$ cat src/rtl/y86_bus_arbiter.sv
// Two-requester (CPU/DMA) memory bus arbiter with round-robin grant, wait-state
// tolerance and a MAX_WAIT abort that returns 32'hFFFFFFFF with timeout_err.
module y86_bus_arbiter #(
  parameter int unsigned MAX_WAIT = 15
) (
  input  logic        clk,
  input  logic        rst,
  input  logic        c_req,
  input  logic        c_we,
  input  logic [31:0] c_addr,
  input  logic [31:0] c_wdata,
  output logic        c_ack,
  output logic [31:0] c_rdata,
  input  logic        d_req,
  input  logic        d_we,
  input  logic [31:0] d_addr,
  input  logic [31:0] d_wdata,
  output logic        d_ack,
  output logic [31:0] d_rdata,
  output logic [31:0] bus_A,
  output logic [31:0] bus_out,
  output logic        bus_WE,
  output logic        bus_RE,
  input  logic [31:0] bus_in,
  input  logic        bus_ready,
  output logic        owner,
  output logic        timeout_err
);

  typedef enum logic [1:0] {S_IDLE, S_BUSY, S_DONE} state_t;

  state_t      r_state;
  state_t      w_next;
  logic        r_ptr;       // 1 = DMA wins the next tie
  logic        r_owner;
  logic        r_we;
  logic [31:0] r_addr;
  logic [31:0] r_wdata;
  logic [15:0] r_wait;
  logic        r_timeout;
  logic [31:0] r_c_rdata;
  logic [31:0] r_d_rdata;

  logic        w_any_req;
  logic        w_grant_d;
  logic        w_abort;

  assign w_any_req = c_req | d_req;
  assign w_grant_d = (c_req && d_req) ? r_ptr : d_req;
  assign w_abort   = (r_state == S_BUSY) && !bus_ready && (r_wait == 16'(MAX_WAIT));

  // NOTE: every signal written here gets a default first so no latch is inferred.
  always_comb begin
    w_next      = r_state;
    bus_A       = '0;
    bus_out     = '0;
    bus_WE      = 1'b0;
    bus_RE      = 1'b0;
    c_ack       = 1'b0;
    d_ack       = 1'b0;
    timeout_err = 1'b0;
    case (r_state)
      S_IDLE: if (w_any_req) w_next = S_BUSY;
      S_BUSY: begin
        bus_A   = r_addr;
        bus_out = r_wdata;
        bus_WE  = r_we && !w_abort;
        bus_RE  = !r_we && !w_abort;
        if (bus_ready || w_abort) w_next = S_DONE;
      end
      S_DONE: begin
        c_ack       = !r_owner;
        d_ack       = r_owner;
        timeout_err = r_timeout;
        w_next      = S_IDLE;
      end
      default: w_next = S_IDLE;
    endcase
  end

  // NOTE: sequential state uses non-blocking assignments so every register
  // samples pre-edge values regardless of statement order.
  always_ff @(posedge clk) begin
    if (rst) r_state <= S_IDLE;
    else     r_state <= w_next;
  end

  always_ff @(posedge clk) begin
    if (rst) begin
      r_ptr     <= 1'b0;
      r_owner   <= 1'b0;
      r_we      <= 1'b0;
      r_addr    <= '0;
      r_wdata   <= '0;
      r_wait    <= '0;
      r_timeout <= 1'b0;
      r_c_rdata <= '0;
      r_d_rdata <= '0;
    end else begin
      case (r_state)
        S_IDLE: if (w_any_req) begin
          r_owner   <= w_grant_d;
          r_ptr     <= !w_grant_d;
          r_we      <= w_grant_d ? d_we    : c_we;
          r_addr    <= w_grant_d ? d_addr  : c_addr;
          r_wdata   <= w_grant_d ? d_wdata : c_wdata;
          r_wait    <= '0;
          r_timeout <= 1'b0;
        end
        S_BUSY: begin
          if (bus_ready) begin
            if (!r_we) begin
              if (r_owner) r_d_rdata <= bus_in;
              else         r_c_rdata <= bus_in;
            end
          end else if (w_abort) begin
            if (r_owner) r_d_rdata <= 32'hFFFF_FFFF;
            else         r_c_rdata <= 32'hFFFF_FFFF;
            r_timeout <= 1'b1;
          end else begin
            r_wait <= r_wait + 16'd1;
          end
        end
        default: ;
      endcase
    end
  end

  assign owner   = r_owner;
  assign c_rdata = r_c_rdata;
  assign d_rdata = r_d_rdata;

endmodule

$ cat config.mk
export PLATFORM = sky130hd
export DESIGN_NAME = y86_bus_arbiter
export DESIGN_NICKNAME = d
export VERILOG_FILES = /design/src/rtl/y86_bus_arbiter.sv
export SDC_FILE = /design/constraint.sdc
export NUM_CORES = 1
export LEC_CHECK = 0
export CAP_MARGIN = 20
export CORE_MARGIN = 5
export CORE_UTILIZATION = 45
export CTS_CLUSTER_SIZE = 40
export DETAILED_ROUTE_END_ITERATION = 7
export PLACE_DENSITY = 0.95
export RECOVER_POWER = 100
export SLEW_MARGIN = 30
export SYNTH_ARGS = -nofsm -noshare
export SYNTH_HDL_FRONTEND = slang
export SYNTH_SLANG_ARGS = --single-unit
$ cat constraint.sdc
create_clock -name clk -period 5.5 [get_ports clk]
set_input_delay 1.65 -clock clk [delete_from_list [all_inputs] [get_ports clk]]
set_output_delay 1.65 -clock clk [all_outputs]
set_load 0.01 [all_outputs]
==> impl_metrics.tcl <==
set metrics [dict create \
    syn_area_um2 6480 \
    core_um2 14000 \
    slowest_stage "nor3_1" \
    yosysTopAreaCell "dfxtp_1" \
    finalCritPeriodShare 0.914 \
    row_count 43 \
    n_antenna_cell 0 \
    drv_slew 89 \
    postRouteAntennaNets 0 \
    rsz0062_at_grt "no" \
    die_w_um 130 \
    grt_pass1_wl_mm 34.6 \
    relSlewSlack -0.669 \
    fmaxAchievable_mhz 199 \
    layout_setup_ws_ns 0.471 \
    via_per_inst 5.66 \
    clockBufferDepth 2 \
    cp_common_cell "clkdlybuf4s50_1" \
    finalInstanceArea_um2 9870 \
    worstPathRequired_ns 3.85 \
    grt.total_usage 0.262 \
    p_per_area_nw_per_um2 288 \
    setup_tns_ns 0 \
    pre_cts_slack_ns 0.661 \
    hpwl_mm 16.1 \
    drt-wirelength-per-cell_um 19.6 \
    setup_violations 0 \
    yosys-top-cells-count "150 x dfxtp_1, 147 x nor2_1, 73 x nor3_1" \
    skew_ns 0.00872 \
    die_h_um 130 \
    critPathMaxFanout 7 \
    start_util 0.463 \
    yosysWarnings 0 \
    cts_hold_buf 0 \
    hold_viol 0 \
    fin_crit_ns 5.03 \
    placedInstanceArea_um2 9410 \
    cts_tree "built" \
    port_buffers 300 \
    antenna_found_initial 0 \
    path_class "in2out" \
    synthDistinctLibCells 50 \
    ys.flop_type "dfxtp_1" \
    dr.pass1.iters 8 \
    nets 1148 \
    dieArea_um2 16900 \
    cts_buffers 17 \
    status "finished, violations left" \
    gp_congestion 0.843 \
    yosysSeqAreaShare 0.463 \
    grt_pass1_vias 6735 \
    worstPathCellList "clkdlybuf4s50_1 > nor3_1 > nor3b_1 > clkdlybuf4s50_1" \
    drtIter0Drc 676 \
    drc_errors 3 \
    clockRootBuffer "clkbuf_16" \
    layout-drive-gt1-share 0.0604 \
    violations "DRC, capacitance limit, slew limit" \
    tightest_slew_ns 2.50 \
    routed_wl_mm 23.0 \
    area_growth_syn_to_layout_pct 52.3 \
    cts_resized 0 \
    grt_start_max_net_pins 77 \
    ys_ff_latch 150 \
    hold_path_class "reg2reg" \
    peakVddDrop_mv 0.175 \
    overflow 0 \
    slowest_delay_ns 0.60 \
    cts_max_level 4 \
    synthArstFlopShare 0 \
    syn_area_per_cell_um2 9.03 \
    syn_inst 718 \
    worstPathArrival_ns 3.38 \
    synth_edf_count 0 \
    clock_latency_ns 0.42 \
    synth_top_area_share 0.463 \
    yosysMostFrequentCell "dfxtp_1" \
    drv_cap 2 \
    vias 6645 \
    endpoint_kind "output pin" \
    clock-sinks 150 \
    syn_nets 886 \
    cp-start-kind "input port" \
    ioPinCount 301 \
    synth.area.top_cells "dfxtp_1 46%, a222oi_1 10%, nor2_1 8.5%, and2_1 6.3%, a211oi_2 5.8%" \
    p_leak_nw 3.92 \
    post_cts_buffers 0 \
    clkTransAtPathRegs_ns 0.06 \
]
-- sequential cells by signal, indices dropped and copies added, names as in the netlist --
signal	count
r_state	2
r_ptr	1
r_wait	16
d_rdata	32
r_addr	32
c_rdata	32
r_wdata	32
owner	1
r_we	1
r_timeout	1
-- through the flow --
| stage | power, mW | util | instances | hold slack, ns |
|---|---|---|---|---|
| floorplan | 1.46 | - | 718 | 0.433 |
| global placement | 1.71 | 0.673 | 1141 | 0.439 |
| detailed placement | 1.73 | 0.673 | 1141 | 0.455 |
| CTS | 2.89 | 0.715 | 1173 | 0.466 |
| global route | 2.95 | 0.706 | 1173 | 0.480 |
| finish | 2.85 | 0.706 | 1173 | 0.453 |
-- per-layer routing --
metal  wire length [µm]  vias up  track usage
met5                  0        -            0
met4                763        0        0.113
met3               2710       55        0.104
met1               8260     3102        0.284
li1                   -     3104            -
met2              11300      384        0.454
-- kinds of logic (layout without fill, tap and decap cells) --
kind of cell    Yosys count  count (layout)  share of synthesized area
buf+inv                 105             380                     0.0840
mux                       1               1                    0.00174
xor+xnor                  7               7                    0.00946
flops                   150             150                      0.463
simple gates            328             328                      0.250
compound gates          126             126                      0.189
fa+ha+maj                 1               1                    0.00193
-- cell usage in the layout (no fill, tap or decap), drive strengths merged --
| cell | count |
|---|---|
| a21oi | 9 |
| a211oi | 33 |
| mux2 | 1 |
| dfxtp | 150 |
| o32ai | 1 |
| nor3 | 74 |
| nor3b | 4 |
| or2 | 2 |
| clkdlybuf4s50 | 195 |
| a211o | 1 |
| and2 | 66 |
| nor2 | 147 |
| a2bb2oi | 2 |
| a22o | 1 |
| inv | 40 |
| nor4 | 6 |
| o21bai | 1 |
| o31ai | 1 |
| a2111oi | 2 |
| o21ai | 8 |
| clkbuf | 20 |
| and4 | 1 |
| nor2b | 3 |
| a222oi | 65 |
| o211a | 1 |
| clkinvlp | 3 |
| bufinv | 2 |
| nand3 | 4 |
| or3 | 1 |
| buf | 9 |
| nand2b | 4 |
| or4 | 5 |
| clkinv | 7 |
| nand4 | 3 |
| dlygate4sd3 | 104 |
| nand2 | 6 |
| xnor2 | 7 |
| and3b | 2 |
| a31oi | 1 |
| ha | 1 |
-- final timing paths --
check | slack (ns) | end | startpoint | cells past startpoint
setup / recovery | 0.47 | bus_WE | bus_ready | 4
hold / removal | 0.45 | c_rdata[14]$_SDFFE_PP0P_ | c_rdata[14]$_SDFFE_PP0P_ | 2
setup reg to reg | 1.97 | r_addr[31]$_SDFFE_PP0P_ | r_state[0]$_SDFFE_PP0P_ | 6
hold reg to reg | 0.45 | c_rdata[14]$_SDFFE_PP0P_ | c_rdata[14]$_SDFFE_PP0P_ | 2
-- report_power, final --
part / internal (mW) / switching [mW] / leakage, nW
Sequential: 1.16 / 0.0389 / 1.23
Combinational: 0.258 / 0.230 / 2.41
Clock: 0.685 / 0.477 / 0.284
Total: 2.10 / 0.747 / 3.92
-- critical path: cells and delay by family --
| kind | cells | cell delay, ns |
|---|---|---|
| buf+inv | 2 | 1.00 |
| simple gates | 2 | 0.71 |
-- layout make-up --
type,count,area (µm²)
clock inverter,14,153
timing repair buffer,310,3070
fill,1003,4120
inverter,38,143
multi-input combinational,463,2840
tap,180,225
clock buffer,18,439
sequential,150,3000
No activity file was read; power rests on OpenSTA's default activity.
